===== src/rtl/uart_pkg.sv =====
// Shared definitions for the UART baud tick generator: baud table, channel FSM states
// and an elaboration-time ceiling log2.
package uart_pkg;

  localparam int BAUD_SEL_W = 3;

  typedef enum logic {
    CH_IDLE = 1'b0,
    CH_RUN  = 1'b1
  } chan_state_t;

  function automatic int unsigned baud_rate(input logic [BAUD_SEL_W-1:0] sel);
    case (sel)
      3'd0:    return 32'd9600;
      3'd1:    return 32'd19200;
      3'd2:    return 32'd38400;
      3'd3:    return 32'd57600;
      3'd4:    return 32'd115200;
      3'd5:    return 32'd230400;
      3'd6:    return 32'd460800;
      default: return 32'd921600;
    endcase
  endfunction

  function automatic int clog2(input longint unsigned v);
    int r;
    r = 0;
    for (int i = 0; i < 63; i++) begin
      if ((64'd1 << i) < v) r = i + 1;
    end
    return r;
  endfunction

endpackage


===== src/rtl/uart_nco_chan.sv =====
// One NCO tick channel: IDLE/RUN control, latched baud select, phase accumulator and
// a registered one-cycle strobe that fires each time the accumulator wraps past the clock rate.
module uart_nco_chan
  import uart_pkg::*;
#(
  parameter int unsigned CLK_FREQUENCE = 125_000_000,
  parameter int unsigned MULT          = 1,
  parameter bit          PRELOAD_FULL  = 1'b1
) (
  input  logic                  clk,
  input  logic                  reset_p,
  input  logic [BAUD_SEL_W-1:0] baud_sel,
  input  logic                  start,
  input  logic                  done,
  output logic                  strobe,
  output logic                  busy
);

  localparam int ACC_W = clog2(CLK_FREQUENCE) + 1;
  localparam logic [ACC_W-1:0] MOD = ACC_W'(CLK_FREQUENCE);

  chan_state_t           state_q, state_d;
  logic [BAUD_SEL_W-1:0] sel_q;
  logic [ACC_W-1:0]      acc_q;
  logic [ACC_W-1:0]      inc_run;
  logic [ACC_W-1:0]      sum;
  logic [ACC_W-1:0]      preload;
  logic                  start_edge;

  function automatic logic [ACC_W-1:0] inc_of(input logic [BAUD_SEL_W-1:0] s);
    return ACC_W'(baud_rate(s) * MULT);
  endfunction

  always_comb begin
    state_d = state_q;
    case (state_q)
      CH_IDLE: if (start) state_d = CH_RUN;
      CH_RUN:  if (done)  state_d = CH_IDLE;
    endcase
  end

  assign start_edge = (state_q == CH_IDLE) && start;
  assign inc_run    = inc_of(sel_q);
  assign sum        = acc_q + inc_run;
  // A full preload makes the very first RUN cycle wrap, so the TX strobe leads the bit.
  assign preload    = PRELOAD_FULL ? (MOD - inc_of(baud_sel)) : '0;
  assign busy       = (state_q == CH_RUN);

  always_ff @(posedge clk or posedge reset_p) begin
    if (reset_p) begin
      state_q <= CH_IDLE;
      sel_q   <= '0;
      acc_q   <= '0;
      strobe  <= 1'b0;
    end else begin
      state_q <= state_d;
      strobe  <= 1'b0;
      if (start_edge) begin
        sel_q <= baud_sel;
        acc_q <= preload;
      end else if ((state_q == CH_RUN) && !done) begin
        if (sum >= MOD) begin
          acc_q  <= sum - MOD;
          strobe <= 1'b1;
        end else begin
          acc_q <= sum;
        end
      end else begin
        acc_q <= '0;
      end
    end
  end

endmodule


===== src/rtl/uart_baud_nco.sv =====
// UART baud tick generator: TX 1x bit strobe and RX oversample strobe with a mid-bit
// strobe, each driven by its own NCO channel.
module uart_baud_nco
  import uart_pkg::*;
#(
  parameter int unsigned           CLK_FREQUENCE = 125_000_000,
  parameter int unsigned           OVERSAMPLE    = 16,
  parameter logic [BAUD_SEL_W-1:0] DEFAULT_SEL   = 3'd0
) (
  input  logic                  clk,
  input  logic                  reset_p,
  input  logic [BAUD_SEL_W-1:0] baud_sel,
  input  logic                  tx_start,
  input  logic                  tx_done,
  input  logic                  rx_start,
  input  logic                  rx_done,
  output logic                  tx_bps_clk,
  output logic                  rx_os_clk,
  output logic                  rx_mid_clk,
  output logic                  tx_busy,
  output logic                  rx_busy
);

  localparam int OS_W = clog2(OVERSAMPLE);

  if (64'(921600) * 64'(OVERSAMPLE) * 64'd2 > 64'(CLK_FREQUENCE)) begin : g_rate_chk
    $error("uart_baud_nco: clock too slow for 921600 baud at OVERSAMPLE=%0d", OVERSAMPLE);
  end
  if ((OVERSAMPLE < 4) || (OVERSAMPLE > 16) || (OVERSAMPLE % 2 != 0)) begin : g_os_chk
    $error("uart_baud_nco: OVERSAMPLE must be even and within 4..16");
  end

  logic [BAUD_SEL_W-1:0] eff_sel;
  logic [OS_W-1:0]       os_cnt;

  // An input held at its reset value selects the build-time default rate.
  assign eff_sel = (baud_sel == '0) ? DEFAULT_SEL : baud_sel;

  uart_nco_chan #(
    .CLK_FREQUENCE (CLK_FREQUENCE),
    .MULT          (1),
    .PRELOAD_FULL  (1'b1)
  ) u_tx_chan (
    .clk      (clk),
    .reset_p  (reset_p),
    .baud_sel (eff_sel),
    .start    (tx_start),
    .done     (tx_done),
    .strobe   (tx_bps_clk),
    .busy     (tx_busy)
  );

  uart_nco_chan #(
    .CLK_FREQUENCE (CLK_FREQUENCE),
    .MULT          (OVERSAMPLE),
    .PRELOAD_FULL  (1'b0)
  ) u_rx_chan (
    .clk      (clk),
    .reset_p  (reset_p),
    .baud_sel (eff_sel),
    .start    (rx_start),
    .done     (rx_done),
    .strobe   (rx_os_clk),
    .busy     (rx_busy)
  );

  always_ff @(posedge clk or posedge reset_p) begin
    if (reset_p) begin
      os_cnt <= '0;
    end else if (rx_start && !rx_busy) begin
      os_cnt <= '0;
    end else if (rx_os_clk) begin
      os_cnt <= (os_cnt == OS_W'(OVERSAMPLE - 1)) ? '0 : os_cnt + 1'b1;
    end
  end

  // os_cnt still holds the pre-increment count while its strobe is visible.
  assign rx_mid_clk = rx_os_clk && (os_cnt == OS_W'(OVERSAMPLE / 2 - 1));

endmodule

===== config.mk =====
export PLATFORM = sky130hd
export DESIGN_NAME = uart_baud_nco
export DESIGN_NICKNAME = d
export VERILOG_FILES = /design/src/rtl/uart_pkg.sv /design/src/rtl/uart_nco_chan.sv /design/src/rtl/uart_baud_nco.sv
export SDC_FILE = /design/constraint.sdc
export NUM_CORES = 1
export LEC_CHECK = 0
export ABC_AREA = 1
export CAP_MARGIN = 20
export CORE_ASPECT_RATIO = 0.6
export CORE_MARGIN = 2
export CORE_UTILIZATION = 60
export CTS_CLUSTER_SIZE = 25
export DETAILED_ROUTE_END_ITERATION = 8
export PLACE_DENSITY = 0.75
export SETUP_SLACK_MARGIN = 0.2
export SYNTH_ARGS = -nofsm -noshare
export SYNTH_HDL_FRONTEND = slang
export SYNTH_SLANG_ARGS = --single-unit

===== constraint.sdc =====
create_clock -name clk -period 3.8 [get_ports clk]
set_input_delay 0.76 -clock clk [delete_from_list [all_inputs] [get_ports clk]]
set_output_delay 0.76 -clock clk [all_outputs]
set_load 0.01 [all_outputs]

==> impl_metrics.yaml <==
run_status:
  status: "finished, final reports clean"
clocking:
  cts_max_level: 3
  cts_buffers: 9
  worstSkewPairLatency_ns: 0.33
  cts_sinks: 58
  cts-root-buf: "clkbuf_16"
  clockBufferDepth: 2
  cts.reportedPaths.clkPinSlew_ns: 0.05
  cts_tree: "done"
setup_path:
  startpoint: "u_rx_chan.sel_q[0]$_DFFE_PP0P_"
  cpPeakStageDelay_ns: 0.40
  worstSetupStartpointType: "register"
  cp_slowest_cell: "dfrtp_2"
  crit_fanout: 10
  cp-end-kind: "register"
  worstPathRequired_ns: 4.05
  worstSetupEndpoint: "u_rx_chan.acc_q[18]$_DFF_PP0_"
  r2r_end: "u_rx_chan.acc_q[18]$_DFF_PP0_"
  r2r_setup_slack_ns: 0.35
  crit_path_cell_trace: "inv_1, nor2_1, nand2_1, o21ai_0, ha_1, a21oi_1, nand2_1, nand2_1, nand2_2, nand2_1, nand2_1, nand2_1, nand2_1, nand2_1, nand2_1, nand3_4, xor2_4, buf_4, buf_4, nand3_1, a21oi_1"
  arrival_ns: 3.70
  worstRegToRegCells: 21
  cp_common_cell: "nand2_1"
  path_class: "register to register"
  rr_startpoint: "u_rx_chan.sel_q[0]$_DFFE_PP0P_"
logic_synthesis:
  synth-simple-area-share: 0.448
  seq_area_frac_synth: 0.249
  synthTopCellsByCount: "nand2_1, inv_1, nand3_1, nor2_1, dfrtp_1"
  synth_xor_area_frac: 0.0431
  yosys_warnings: 0
  yosys.cell_types.count: 43
  synthAdderAreaFrac: 0.0755
  yosys.area.top_type: "dfrtp_1"
  synth_ff_type: "dfrtp_1"
  synth_area_per_cell_um2: 6.01
  syn_inst: 970
  synth_top_family_by_area: "simple AND/OR/NAND/NOR gates"
  synth_edf_count: 0
  synth_top_area_share: 0.249
  ys_seq_elements: 58
  synth.area.top_cells: "dfrtp_1, nand2_1, nand3_1, inv_1, ha_1"
  synth.cell_area_um2: 5830
  synth_mux_area_frac: 0
  yosysMostFrequentCell: "nand2_1"
  synth_fp_nets: 1013
  synth-compound-area-share: 0.0744
  synthArstFlopShare: 1.00
timing:
  fmax_ghz: 0.290
  rsz0062_at_grt: "true"
  finalHoldViolCount: 0
  period_share: 0.908
  setup_viol: 0
  fin_crit_ns: 3.45
  slew_violations: 0
  skew_ns: 0.00749
  worst_slew_pin_slew_ns: 0.859
  relSlewSlack: 0.426
  setup_tns_ns: 0
cells_and_area:
  n_antenna_cell: 0
  stdcell_area_um2: 6730
  multi_input_area_um2: 3940
  area_growth_pct: 15.4
  ff_latch_area_um2: 1460
  final_net_count: 1051
  final.fill_count: 818
  drive_above_1_share: 0.126
placed_design:
  port_buffers: 13
  dpl_cell_area_um2: 6150
  place_congestion: 0.962
  hpwl_um: 13400
grt:
  grt_pass1_vias: 5497
  grt.overflow.total: 0
  grt.total_usage: 0.336
  antenna_found_initial: 0
  grt_pass1_wl_um: 27600
  grt_max_degree: 39
power_and_ir_drop:
  ir_drop_mv: 0.260
  report.power.total_uw: 4000
  p_leak_uw: 0.00365
  pwr_density_cell_nw_per_um2: 594
floorplanning:
  dieArea_um2: 10600
  num_io_pins: 14
  row_count: 27
  initial_core_util: 0.626
  die_w_um: 131
  die_y_um: 80.4
  core_um2: 9320
route:
  drc: 0
  wl_per_cell_um: 15.4
  ant_nets: 0
  wl_um: 17600
  vias_per_cell: 5.58
  vias: 6375
  first_pass_iters: 7
  drt_iter0_markers: 838
hold_path:
  min_path_type: "register to register"
flow_run:
  cap_violations: 0
[worst max-delay path: cells and delay by family (launching register included)]
| family | cells | cell delay, ns |
|---|---|---|
| AO/OA/AOI/OAI | 3 | 0.51 |
| buffers and inverters | 3 | 0.48 |
| XOR/XNOR | 1 | 0.25 |
| AND/OR/NAND/NOR | 13 | 1.39 |
| flip-flops | 1 | 0.40 |
| adder cells (fa/ha/maj) | 1 | 0.34 |
[layout make-up]
type | count | share of cell area
inverter | 145 | 0.0808
tap | 130 | 0.0242
clock inverter | 5 | 0.00446
timing repair buffer | 41 | 0.0524
multi-input combinational | 753 | 0.585
clock buffer | 11 | 0.0360
sequential | 58 | 0.217
[routing by layer]
metal  up-vias  track usage  part of all wire
met5         -            0                 0
met4         0       0.0717             0.011
met3        25       0.0821              0.13
met2       353        0.449              0.38
met1      2870        0.530              0.48
li1       3127            -                 -
[how the worst min path moves through the flow]
| stage | start | end | slack [ns] | depth (start not counted) |
|---|---|---|---|---|
| after global routing | u_rx_chan.acc_q[10]$_DFFE_PP0P_ | u_rx_chan.acc_q[10]$_DFFE_PP0P_ | 0.54 | 2 |
| after floorplan | u_rx_chan.acc_q[10]$_DFFE_PP0P_ | u_rx_chan.acc_q[10]$_DFFE_PP0P_ | 0.46 | 2 |
| after CTS | u_rx_chan.acc_q[10]$_DFFE_PP0P_ | u_rx_chan.acc_q[10]$_DFFE_PP0P_ | 0.50 | 2 |
| after global placement | u_rx_chan.acc_q[7]$_DFFE_PP0P_ | u_rx_chan.acc_q[7]$_DFFE_PP0P_ | 0.47 | 2 |
| after detailed placement | u_rx_chan.acc_q[10]$_DFFE_PP0P_ | u_rx_chan.acc_q[10]$_DFFE_PP0P_ | 0.48 | 2 |
| final | u_rx_chan.acc_q[10]$_DFFE_PP0P_ | u_rx_chan.acc_q[10]$_DFFE_PP0P_ | 0.50 | 2 |
[cell families after synthesis]
group / after synthesis
flops: 58
compound gates: 80
buf+inv: 159
fa+ha+maj: 34
simple gates: 612
xor+xnor: 27
[sequential cells by signal, indices dropped and copies added (netlist names)]
register,flops
os_cnt,4
u_rx_chan.acc_q,22
u_rx_chan.busy,1
u_rx_chan.sel_q,3
u_rx_chan.strobe,1
u_tx_chan.acc_q,22
u_tx_chan.busy,1
u_tx_chan.sel_q,3
u_tx_chan.strobe,1
[cells in the final DEF (no fill, tap or decap), types with 18 or more instances in the layout]
master   Yosys  final
inv_1      140    137
ha_1        32     30
nor2_1      95     85
xor2_1      19     18
nand2_1    353    340
nand2_2     10     22
a21oi_1     39     30
o21ai_0     29     29
nand3_1    106    103
dfrtp_1     58     52
buf_4        2     27
[where the power goes]
part / internal, uW / leakage (uW) / switching [uW]
Sequential: 703 / 0.000763 / 85.2
Combinational: 831 / 0.00276 / 1640
Clock: 455 / 0.000131 / 287
Total: 1990 / 0.00365 / 2010
[per-stage QoR]
step	worst slack (ns)	hold slack [ns]	std cells	util
after global routing	0.0496	0.537	1143	0.722
final	0.349	0.498	1143	0.722
after CTS	0.214	0.499	1129	0.689
after detailed placement	0.0899	0.485	1113	0.659
after global placement	0.0992	0.474	1113	0.659
after floorplan	0.687	0.458	970	-
[timing repair]
| item | CTS | global route |
|---|---|---|
| gates resized for setup | 2 | 57 |
| pin swaps | 0 | 7 |
| endpoints found under the hold margin | 0 | 0 |
| hold buffers | 0 | 0 |
| setup buffers | 0 | 14 |
| setup endpoints to repair | 17 | 46 |
Note: power is estimated with default switching activity, not from simulation.
